File: src/rtl/fetch_ctrl_if.sv
// Instruction-memory read port between fetch_ctrl and the imem.
// master: fetch_ctrl (req/addr out, ready in); slave: memory side.
interface fetch_ctrl_if;
  logic        imem_req;
  logic [31:0] imem_addr;
  logic        imem_ready;

  modport master (
    output imem_req,
    output imem_addr,
    input  imem_ready
  );

  modport slave (
    input  imem_req,
    input  imem_addr,
    output imem_ready
  );
endinterface

File: src/rtl/fetch_ctrl.sv
// IF-stage sequencer: owns pc, drives imem reads, loads/flushes IF/ID.
// Ports: clk, rst, stall, pcsrc, ex_mem_npc, imem (master), pc, if_id_*, fetch_err.
module fetch_ctrl #(
  parameter logic [31:0] RESET_PC = 32'h0000_0000,
  parameter int unsigned MAX_WAIT = 15
) (
  input  logic                clk,
  input  logic                rst,
  input  logic                stall,
  input  logic                pcsrc,
  input  logic [31:0]         ex_mem_npc,
  fetch_ctrl_if.master        imem,
  output logic [31:0]         pc,
  output logic                if_id_we,
  output logic                if_id_flush,
  output logic [31:0]         if_id_npc,
  output logic                fetch_err
);

  typedef enum logic [2:0] {
    BOOT,
    REQ,
    WAIT,
    HOLD,
    ERR
  } state_t;

  localparam logic [7:0] LAST = 8'(MAX_WAIT - 1);

  state_t      state, state_n;
  logic [31:0] pc_n;
  logic [7:0]  wait_cnt, cnt_n;
  logic        redirect_pend, pend_n;
  logic [31:0] redirect_tgt, tgt_n;
  logic        err_n;
  logic        req;

  logic        redir;
  logic [31:0] tgt;
  logic [31:0] pc_inc;

  // A same-cycle pcsrc overrides any pending target.
  assign redir  = pcsrc | redirect_pend;
  assign tgt    = (pcsrc ? ex_mem_npc : redirect_tgt) & ~32'd3;
  assign pc_inc = pc + 32'd4;

  assign imem.imem_req  = req;
  assign imem.imem_addr = pc;
  assign if_id_npc      = pc_inc;

  always_ff @(posedge clk or posedge rst) begin
    if (rst) begin
      state         <= BOOT;
      pc            <= RESET_PC;
      wait_cnt      <= 8'd0;
      redirect_pend <= 1'b0;
      redirect_tgt  <= 32'd0;
      fetch_err     <= 1'b0;
    end else begin
      state         <= state_n;
      pc            <= pc_n;
      wait_cnt      <= cnt_n;
      redirect_pend <= pend_n;
      redirect_tgt  <= tgt_n;
      fetch_err     <= err_n;
    end
  end

  always_comb begin
    state_n     = state;
    pc_n        = pc;
    cnt_n       = wait_cnt;
    pend_n      = redirect_pend;
    tgt_n       = redirect_tgt;
    err_n       = fetch_err;
    req         = 1'b0;
    if_id_we    = 1'b0;
    if_id_flush = 1'b0;

    unique case (state)
      BOOT: begin
        state_n = REQ;
        if (pcsrc) pc_n = tgt;
      end

      REQ: begin
        req     = 1'b1;
        cnt_n   = 8'd0;
        state_n = WAIT;
        if (pcsrc) begin
          pend_n = 1'b1;
          tgt_n  = ex_mem_npc;
        end
      end

      WAIT: begin
        req = 1'b1;
        unique case (1'b1)
          imem.imem_ready && redir: begin
            if_id_flush = 1'b1;
            pc_n        = tgt;
            pend_n      = 1'b0;
            state_n     = REQ;
          end
          imem.imem_ready && !redir && !stall: begin
            if_id_we = 1'b1;
            pc_n     = pc_inc;
            state_n  = REQ;
          end
          imem.imem_ready && !redir && stall: begin
            // Memory keeps the word stable until the next request.
            state_n = HOLD;
          end
          !imem.imem_ready: begin
            if (pcsrc) begin
              pend_n = 1'b1;
              tgt_n  = ex_mem_npc;
            end
            if (wait_cnt >= LAST) begin
              err_n   = 1'b1;
              state_n = ERR;
            end else begin
              cnt_n = wait_cnt + 8'd1;
            end
          end
          default: ;
        endcase
      end

      HOLD: begin
        if (redir) begin
          if_id_flush = 1'b1;
          pc_n        = tgt;
          pend_n      = 1'b0;
          state_n     = REQ;
        end else if (!stall) begin
          if_id_we = 1'b1;
          pc_n     = pc_inc;
          state_n  = REQ;
        end
      end

      ERR: ;

      default: state_n = BOOT;
    endcase
  end

endmodule

File: src/flat_wrapper.sv
// flat-port wrapper written by rule: the top's interface ports become plain ports
module fetch_ctrl_flat 
#(
  parameter logic [31:0] RESET_PC = 32'h0000_0000,
  parameter int unsigned MAX_WAIT = 15
)
  (clk, rst, stall, pcsrc, ex_mem_npc, pc, if_id_we, if_id_flush, if_id_npc, fetch_err, imem_imem_req, imem_imem_addr, imem_imem_ready);
  fetch_ctrl_if imem_i ();
  input  logic clk;
  input  logic rst;
  input  logic stall;
  input  logic pcsrc;
  input  logic [31:0] ex_mem_npc;
  output logic [31:0] pc;
  output logic if_id_we;
  output logic if_id_flush;
  output logic [31:0] if_id_npc;
  output logic fetch_err;
  output wire logic [$bits(imem_i.imem_req)-1:0] imem_imem_req;
  output wire logic [$bits(imem_i.imem_addr)-1:0] imem_imem_addr;
  input wire logic [$bits(imem_i.imem_ready)-1:0] imem_imem_ready;
  assign imem_imem_req = imem_i.imem_req;
  assign imem_imem_addr = imem_i.imem_addr;
  assign imem_i.imem_ready = imem_imem_ready;
  fetch_ctrl #(.RESET_PC(RESET_PC), .MAX_WAIT(MAX_WAIT)) u_core (.clk(clk), .rst(rst), .stall(stall), .pcsrc(pcsrc), .ex_mem_npc(ex_mem_npc), .imem(imem_i), .pc(pc), .if_id_we(if_id_we), .if_id_flush(if_id_flush), .if_id_npc(if_id_npc), .fetch_err(fetch_err));
endmodule
File: config.mk
export PLATFORM = sky130hd
export DESIGN_NAME = fetch_ctrl_flat
export DESIGN_NICKNAME = d
export VERILOG_FILES = /design/src/rtl/fetch_ctrl_if.sv /design/src/rtl/fetch_ctrl.sv /design/src/flat_wrapper.sv
export SDC_FILE = /design/constraint.sdc
export NUM_CORES = 1
export LEC_CHECK = 0
export ABC_AREA = 1
export CELL_PAD_IN_SITES_DETAIL_PLACEMENT = 1
export CELL_PAD_IN_SITES_GLOBAL_PLACEMENT = 2
export CORE_AREA = 2 2 135 137
export DETAILED_ROUTE_END_ITERATION = 7
export DIE_AREA = 0 0 137 139
export GPL_TIMING_DRIVEN = 0
export PLACE_DENSITY = 0.94
export SLEW_MARGIN = 40
export SYNTH_ARGS = -nofsm -noshare
export SYNTH_HDL_FRONTEND = slang
export SYNTH_SLANG_ARGS = --single-unit
export TNS_END_PERCENT = 5
File: constraint.sdc
create_clock -name clk -period 4.41 [get_ports clk]
set_clock_uncertainty 0.15 [all_clocks]
set_input_delay 0.6615 -clock clk [delete_from_list [all_inputs] [get_ports clk]]
set_output_delay 0.6615 -clock clk [all_outputs]
set_load 0.02 [all_outputs]
==> results of run 1 <==
[critical path: cells and delay by family (launching register included)]
kind                     cells  cell delay [ns]
buffers and inverters        2             0.69
AND/OR/NAND/NOR              6             1.03
adder cells (fa/ha/maj)      1             0.20
flip-flops                   1             0.43
[power by group through the flow]
stage / clock network [mW] / logic (mW) / registers [mW]
2_1_floorplan: 0 / 1.84 / 1.37
3_3_place_gp: 0 / 3.26 / 1.30
3_5_place_dp: 0 / 3.31 / 1.31
4_1_cts: 0.826 / 3.33 / 1.30
5_1_grt: 0.851 / 3.61 / 1.36
6_report: 0.807 / 3.29 / 1.30
[worst max path at each step]
| stage | startpoint | end | slack [ns] |
|---|---|---|---|
| final | u_core.imem.imem_addr[3]$_DFFE_PP0P_ | if_id_npc[30] | 0.91 |
| after global placement | rst | u_core.imem.imem_addr[26]$_DFFE_PP0P_ | 0.29 |
| after floorplan | rst | u_core.fetch_err$_DFFE_PP0P_ | 1.75 |
| after detailed placement | pcsrc | if_id_we | 0.93 |
| after global routing | u_core.imem.imem_addr[3]$_DFFE_PP0P_ | if_id_npc[30] | 0.77 |
| after CTS | u_core.imem.imem_addr[3]$_DFFE_PP0P_ | if_id_npc[30] | 0.91 |
[through the flow]
step / util (%) / power [mW] / hold slack [ns] / cell area, um2 / setup slack, ns
floorplan: - / 3.20 / 0.310 / 4860 / 1.75
global placement: 36.4 / 4.55 / 0.311 / 6430 / 0.289
detailed placement: 36.6 / 4.63 / 0.317 / 6450 / 0.931
CTS: 38.4 / 5.46 / 0.334 / 6770 / 0.911
global route: 38.4 / 5.81 / 0.377 / 6770 / 0.772
finish: 38.4 / 5.40 / 0.327 / 6770 / 0.907
[layout make-up]
type	instances	area [um2]	area share, %
flip-flops and latches	73	1830	27.0
plain buffers	59	429	6.34
clock inverters	3	65.1	0.961
multi-input cells	502	2330	34.4
repair buffers	129	1300	19.2
inverters	73	282	4.16
well taps	229	287	4.23
clock buffers	11	253	3.73
[cells in the final DEF (no fill, tap or decap)]
master           count
or2_0                1
clkbuf_16            9
nand2_2              3
ha_1                 3
nand2_4              3
inv_1               65
nand3b_1             5
clkbuf_8             2
clkbuf_1             1
nand3_4              1
nand4_1              2
mux2i_1              4
xor2_1               6
o21ai_2              1
o21ai_0             56
nand2_1            177
buf_6                4
nor3_1               2
nor2_2               6
a21oi_1             49
bufinv_16            2
xnor2_1              5
buf_12               1
conb_1               6
clkinv_2             1
clkdlybuf4s50_1    128
o21ai_1              1
or2_2                9
inv_6                1
dfrtp_1             73
and2_1               9
buf_4               44
nor2_4               4
nand3_1             27
inv_4                1
o31ai_1              1
buf_2               10
nor2_1             121
inv_2                6
[metal layers]
| layer | up-vias | GRT usage, % |
|---|---|---|
| met1 | 2297 | 23.8 |
| met4 | 0 | 6.95 |
| li1 | 2439 | - |
| met3 | 25 | 2.52 |
| met5 | - | 0 |
| met2 | 114 | 29.9 |
[kinds of logic after synthesis]
family	after synthesis	synth area share (%)
and+or+nand+nor	370	32.7
buffers and inverters	132	14.6
AOI/OAI and AO/OA	108	11.3
DFF	73	37.7
xor gates and xnor gates	11	1.99
muxes	4	0.827
adders and majority gates	3	0.775
other	1	0.0774
[flip-flops by register name (all words and copies together) (netlist names)]
signal	cells
u_core.imem.imem_addr	30
u_core.redirect_tgt	30
u_core.wait_cnt	8
u_core.state	3
u_core.fetch_err	1
u_core.redirect_pend	1
==> impl_metrics.ini, run 1 <==
[pwr]
switching_share_pct = 46.0
max-vdd-ir-drop_v = 0.000273
netSwitchingPower_mw = 2.48
leakagePower_nw = 3.06
power_frac_seq_pct = 24.1
power_density_nw_per_um2 = 797
clkPwrFrac_pct = 14.9
internal_power_mw = 2.91
p_comb_share_pct = 61.0

[run_status]
status = complete, no violations

[synthesis]
yosys-top-cells-area = dfrtp_1, nand2_1, nor2_1
synthFlopType = dfrtp_1
yosys_warnings = 0
synth_common_cells = nand2_1, nor2_1, dfrtp_1, inv_1, o21ai_0
async_reset_ff_share_pct = 100
synth_cell_type_count = 32
seq_area_frac_synth_pct = 37.7
ys_seq_elements = 73
synth.avg_cell_area_um2 = 6.90
synth_edf_count = 0
synthCells = 702
synth_area_leader_cell = dfrtp_1
netlist_area_um2 = 4840
yosys.cell_count.top_type = nand2_1
yosysTopAreaCellShare_pct = 37.7

[setup_path]
reg2regPathDepth = 9
cp-end-kind = output pin
crit_arrival_ns = 2.69
crit_chain = ha_1 -> nand2_1 -> nor2_4 -> inv_1 -> nor2_1 -> nand2_1 -> nand2_1 -> and2_1 -> clkdlybuf4s50_1
critPathMaxStageDelay_ns = 0.62
r2r_slack_ns = 2.29
rr_startpoint = u_core.imem.imem_addr[3]$_DFFE_PP0P_
cp.required_ns = 3.60
reg2reg_to = u_core.imem.imem_addr[14]$_DFFE_PP0P_
cpMaxStageDelayCell = clkdlybuf4s50_1
worstPathMaxFanout = 6
critPathLaunchType = flip-flop
cp_common_cell = nand2_1
critical_path_class = flip-flop to output pin

[routing]
drt_first_pass_iters = 4
highest_layer = met4
wl_met3_um = 731
wl_met1_um = 7480
viasPerCell = 4.52
vias = 4875
drc_errors = 0
wl_met2_um = 7950
wire_per_inst_um = 15.4
wl_um = 16600
first_iter_violations = 200
ant_nets = 0

[layout]
syn_to_final_growth_pct = 39.8
fillers = 2218
antenna_cells = 0
drive_above_1_share_pct = 12.7
final_cells = 1079
nets = 887

[floorplanning]
core_um2 = 17700
dieArea_um2 = 19000
io_pins = 137
row_count = 49
fp.dieH_um = 139
start_util_pct = 27.4
die_w_um = 137

[hold_path]
hp-start = u_core.fetch_err$_DFFE_PP0P_
hp-class = flip-flop to flip-flop
hold_depth = 2
hold_end = u_core.fetch_err$_DFFE_PP0P_

[global_routing]
grt_pass1_vias = 5095
antenna_found_initial = 0
grt.total_usage_pct = 18.1
overflow = 0
grt_max_degree = 42
grt_pass1_wl_um = 26900

[job]
maxCapViolCount = 0

[timing]
maxSlewViolCount = 0
setup_violations = 0
setup_tns_ns = 0
fin_crit_sh_pct = 79.4
hold_violations = 0
rsz0062_at_grt = false
timing.fmax_ghz = 0.286
period_needed_ns = 3.50

[cts]
clock_latency_ns = 0.34
clk_pin_slew_ns = 0.06
htreeDepth = 3
cts_root_buf = clkbuf_16
cts_buffers = 9
cts_buffer_depth = 2
post_cts_buffers = 0
cts_resized = 0
hold_buffers = 0
cts_tree = done
numClockSinks = 73

[placed_design]
gp_congestion = 0.812
dp_hpwl_um = 13100
port_buffers = 128
post-place-cells = 1065
No activity file was read; power rests on OpenSTA's default activity.
==> run 2: changes to the inputs <==
CORE_AREA = 2 2 149 151   (was 2 2 135 137)
DIE_AREA = 0 0 151 153   (was 0 0 137 139)
PLACE_DENSITY = 0.84   (was 0.94)
clock period = 2.9 ns   (was 4.41 ns; I/O delays follow)
==> run 2 against run 1 <==
Combinational power increased by 51%. Global-route usage down 2.5 points. Sequential cell count unchanged. Worst setup slack lost 0.79 ns. Die area increased by 21%. Non-clock buffer count grew 2. Highest routed layer unchanged.
==> impl_metrics.ini, run 2 (synthesis gave the netlist of run 1 again) <==
[routing]
wl_met2_um = 8340
drt_first_pass_iters = 4
wire_per_inst_um = 15.3
viasPerCell = 4.27
wl_met3_um = 709
wl_met1_um = 8090
vias = 4842
wl_um = 17300
highest_layer = met4
first_iter_violations = 166
ant_nets = 0
drc_errors = 0

[layout]
seq_area_um2 = 1840
drive_above_1_share_pct = 15.8
nets = 889
syn_to_final_growth_pct = 42.7
layout_common_cells = nand2_1, nor2_1, clkdlybuf4s50_1, inv_1, dfrtp_1
design_area_um2 = 6910
multi_input_area_um2 = 2380
antenna_cells = 0
fillers = 2680
final_util_pct = 32.2
final_common_cell = nand2_1

[setup_path]
critPathCapture = if_id_npc[18]
worstPathMaxFanout = 5
crit_arrival_ns = 2.19
critPathMaxStageDelay_ns = 0.42
cp-end-kind = output pin
critPathLaunchType = flip-flop
path_delay_family = simple AND/OR/NAND/NOR gates
worst-path-buf-inv = 2
reg2regPathDepth = 9
reg2reg_to = u_core.imem.imem_addr[24]$_DFFE_PP0P_
cp.depth = 8
cp.required_ns = 2.32
rr_startpoint = u_core.state[2]$_DFFE_PP0P_
cpMaxStageDelayCell = dfrtp_1
crit_start = u_core.imem.imem_addr[3]$_DFFE_PP0P_
critical_path_class = flip-flop to output pin
crit_chain = ha_1 -> nand2_1 -> nor2_4 -> nand2_1 -> nor2_4 -> xnor2_1 -> inv_1 -> dlygate4sd2_1
r2r_slack_ns = 0.92

[placed_design]
postPlaceCellArea_um2 = 6530
dp_hpwl_um = 13800
gp_congestion = 0.759
port_buffers = 128

[job]
maxCapViolCount = 0

[run_status]
status = complete, no violations

[floorplanning]
dieArea_um2 = 23100
row_count = 54
start_util_pct = 22.5
core_um2 = 21500
io_pins = 137
die_w_um = 151
fp.dieH_um = 153

[cts]
cts_buffer_depth = 2
hold_buffers = 0
htreeDepth = 3
numClockSinks = 73
cts_root_buf = clkbuf_16
cts_buffers = 9
clk_pin_slew_ns = 0.06
cts_tree = done
clock_latency_ns = 0.35

[global_routing]
grt.total_usage_pct = 15.6
grt_pass1_vias = 5000
antenna_found_initial = 0
grt_max_degree = 47
grt_pass1_wl_um = 27900
overflow = 0

[timing]
setup_violations = 0
period_needed_ns = 2.78
maxSlewViolCount = 0
rsz0062_at_grt = true
hold_violations = 0
timing.fmax_ghz = 0.360
fin_crit_sh_pct = 95.8

[pwr]
power_density_nw_per_um2 = 1180
leakagePower_nw = 3.17
max-vdd-ir-drop_v = 0.000369

[hold_path]
hp-class = input pin to async pin
## run 2: changes by cell type in the layout (fill, tap and decap cells not counted), moves of 5 or more
cell             delta
dlygate4sd2_1      +12
dfrtp_1            -14
nor2_1              -5
clkdlybuf4s50_1    -25
dlymetal6s2s_1      +9
dfrtp_2            +14
## run 2: final cells by class
cell class,instances,share of cell area [%]
Multi-Input combinational cell,502,34.4
Inverter,73,4.08
Sequential cell,73,26.7
Buffer,59,6.25
Clock inverter,4,0.743
Timing Repair Buffer,131,19.1
Tap cell,280,5.07
Clock buffer,12,3.71
## run 2: what timing repair did
action                                  in CTS  in global routing
gates resized for setup                     34                 24
buffers inserted                             2                  0
pin swaps                                    1                  1
cloned                                       0                  0
endpoints found under the setup margin      23                 17
## run 2: worst min path at each step
stage / start / to / cells past startpoint / slack (ns)
after floorplan: u_core.wait_cnt[7]$_DFFE_PP0P_ / u_core.wait_cnt[7]$_DFFE_PP0P_ / 2 / 0.31
after global placement: u_core.fetch_err$_DFFE_PP0P_ / u_core.fetch_err$_DFFE_PP0P_ / 2 / 0.31
after detailed placement: u_core.fetch_err$_DFFE_PP0P_ / u_core.fetch_err$_DFFE_PP0P_ / 2 / 0.31
after CTS: rst / u_core.redirect_tgt[13]$_DFFE_PP0P_ / 2 / 0.30
after global routing: rst / u_core.redirect_tgt[3]$_DFFE_PP0P_ / 2 / 0.32
final: rst / u_core.redirect_tgt[10]$_DFFE_PP0P_ / 2 / 0.29
## run 2: report_power, final
group          leakage, nW  internal, mW  switching (mW)  total, mW
Sequential           0.853          1.48           0.514       2.00
Clock                0.149         0.715           0.480       1.19
Combinational         2.16          2.12            2.86       4.98
## run 2: metrics by stage
stage | setup slack (ns) | setup TNS [ns] | total power, mW | instances | hold slack (ns)
global route | -0.0719 | -0.0888 | 8.82 | 1134 | 0.324
finish | 0.122 | 0 | 8.17 | 1134 | 0.287
CTS | -0.00251 | -0.00251 | 8.27 | 1134 | 0.302
floorplan | 0.462 | 0 | 4.87 | 707 | 0.310
detailed placement | -0.174 | -0.174 | 7.07 | 1116 | 0.310
global placement | -1.13 | -81.95 | 6.96 | 1115 | 0.313
## run 2: metal layers
metal / vias to the layer above / GRT usage, %
li1: 2450 / -
met1: 2278 / 21.6
met2: 99 / 25.6
met3: 15 / 2.21
met4: 0 / 3.87
met5: - / 0
==> run 3: changes to the inputs <==
ABC_AREA = unset   (was 1)
CORE_AREA = 2 2 141 143   (was 2 2 149 151)
DIE_AREA = 0 0 143 145   (was 0 0 151 153)
==> run 3 against run 2 <==
The flow now finishes with violations (negative setup slack). Power grew 6.6%. Clock power shrank 11%. Synthesized area grew 1.7%. Hold slack lost 0.036 ns. Sequential share of layout area shrank 1.8 points. Final cell count shrank 14%. Maximum frequency shrank 7.1%. Sequential cell count is the same. Count of clock-buffer cells in the layout shrank 2. Die area shrank 10%. Highest routed layer unchanged.
==> impl_metrics.ini, run 3 <==
[run_status]
status = finished, violations left
violations = negative setup slack

[cts]
htreeDepth = 3
clock_latency_ns = 0.35
cts_root_buf = clkbuf_16
clk_pin_slew_ns = 0.07
cts_buffer_depth = 2
cts_tree = done
cts_buffers = 9
numClockSinks = 73

[synthesis]
synth_common_cells = dfrtp_1, mux2_2, buf_4, clkbuf_1, nor2_1
synth.avg_cell_area_um2 = 9.58
seq_area_frac_synth_pct = 37.1
yosys.cell_count.top_type = dfrtp_1
synthCells = 514
yosys_warnings = 0
synth_edf_count = 0
synth_area_leader_cell = dfrtp_1
synth_cell_type_count = 68
netlist_area_um2 = 4920
yosysTopAreaCellShare_pct = 37.1
async_reset_ff_share_pct = 100
ys_seq_elements = 73
yosys-top-cells-area = dfrtp_1, mux2_2, buf_4
synthFlopType = dfrtp_1

[timing]
setup_violations = 5
timing.fmax_ghz = 0.334
fin_crit_sh_pct = 103
maxSlewViolCount = 0
period_needed_ns = 2.99
rsz0062_at_grt = true
hold_violations = 0
hold_ws_ns = 0.251
slew_headroom_pct = 50.3
postLayoutSetupSlackWorst_ns = -0.0905
tightest_slew_ns = 0.739

[placed_design]
port_buffers = 128
postPlaceCellArea_um2 = 6610
post-place-cells = 913
gp_congestion = 0.814
dp_hpwl_um = 14000
dp_slack_ns = -0.972

[floorplanning]
core_um2 = 19200
start_util_pct = 25.6
die_w_um = 143
dieArea_um2 = 20700
fp.dieH_um = 145
io_pins = 137
row_count = 51

[layout]
final_cells = 977
syn_to_final_growth_pct = 50.5
final_util_pct = 38.6
nets = 746
design_area_um2 = 7410
drive_above_1_share_pct = 31.8
final_common_cell = clkdlybuf4s50_1
layout_common_cells = clkdlybuf4s50_1, buf_4, dfrtp_1, mux2_2, nor2_1

[setup_path]
cp.required_ns = 2.32
crit_arrival_ns = 2.41
cp-end-kind = output pin
worstPathMaxFanout = 7
critPathLaunchType = flip-flop
critical_path_class = flip-flop to output pin

[global_routing]
grt_pass1_vias = 5143
grt_max_degree = 55
antenna_found_initial = 1
grt.total_usage_pct = 18.5
grt_pass1_wl_um = 30100
overflow = 0

[hold_path]
hp-class = input pin to async pin

[routing]
drt_first_pass_iters = 5
viasPerCell = 5.12
first_iter_violations = 434
drc_errors = 0
wire_per_inst_um = 20.2
ant_nets = 0
vias = 5003
wl_um = 19800

[pwr]
leakagePower_nw = 3.05
max-vdd-ir-drop_v = 0.000350
power_density_nw_per_um2 = 1180

[job]
maxCapViolCount = 0
## run 3: cell types whose count changed after synthesis, sizes merged, moves of 15 or more
cell,previous run,this run
o21ai,58,15
xnor2,5,20
a21oi,49,20
nand2,183,23
nor2,131,25
clkbuf,1,26
o211ai,0,17
inv,73,20
mux2,0,40
## run 3: metal layers
layer  up-vias  routed length, um  GRT usage (%)
li1       2277                  -              -
met1      2565               8510           24.2
met2       136              10100           31.2
met3        25                887           3.37
met4         0                310           5.10
met5         -                  0              0
## run 3: report_power, final
group          leakage [nW]  switching, mW  internal (mW)
clock                 0.121          0.482          0.581
sequential            0.864          0.519           1.50
combinational          2.07           2.96           2.66
total                  3.05           3.97           4.74
## run 3: logic make-up after synthesis
group,share of synthesized area (%)
and+or+nand+nor,16.1
AOI/OAI and AO/OA,18.8
buffers and inverters,10.4
DFF,37.1
muxes,12.2
xor gates and xnor gates,4.63
adders and majority gates,0.762
other,0.0762
## run 3: cell type report
cell class,count,area (um2)
Buffer,71,462
Tap cell,265,332
Clock buffer,10,229
Fill cell,2180,11800
Sequential cell,73,1850
Timing Repair Buffer,180,1640
Clock inverter,6,43.8
Inverter,20,80.1
Antenna cell,1,2.50
Multi-Input combinational cell,351,2780
## run 3: repair_timing
| action | 4_1_cts | 5_1_grt |
|---|---|---|
| pin swaps | 5 | 6 |
| hold buffers | 0 | 0 |
| endpoints found under the setup margin | 26 | 23 |
| resized for setup | 102 | 24 |
| buffers inserted | 14 | 37 |
## run 3: worst paths after layout
path / startpoint / endpoint / slack [ns] / cells past startpoint
max in group asynchronous: rst / u_core.imem.imem_addr[3]$_DFFE_PP0P_ / 1.80 / 3
min in group clk: u_core.fetch_err$_DFFE_PP0P_ / u_core.fetch_err$_DFFE_PP0P_ / 0.33 / 1
worst min-delay path: rst / u_core.imem.imem_addr[4]$_DFFE_PP0P_ / 0.25 / 2
worst max-delay path: u_core.imem.imem_addr[10]$_DFFE_PP0P_ / if_id_npc[28] / -0.09 / 7
worst min register to register: u_core.fetch_err$_DFFE_PP0P_ / u_core.fetch_err$_DFFE_PP0P_ / 0.33 / 1
worst max register to register: u_core.redirect_pend$_DFFE_PP0P_ / u_core.imem.imem_addr[15]$_DFFE_PP0P_ / 0.26 / 7
## run 3: per-stage QoR
step | total power [mW] | TNS (ns)
final | 8.71 | -0.285
after global routing | 9.18 | -0.760
after global placement | 6.93 | -77.28
after floorplan | 4.90 | 0
after CTS | 8.30 | -1.31
after detailed placement | 7.11 | -13.26
## run 3: critical path: stages, from the launching register on
cell	delay [ns]
dfrtp_1	0.37
buf_6	0.13
nand4_4	0.12
buf_6	0.16
or4_4	0.59
or3_4	0.38
xnor2_2	0.14
buf_4	0.16
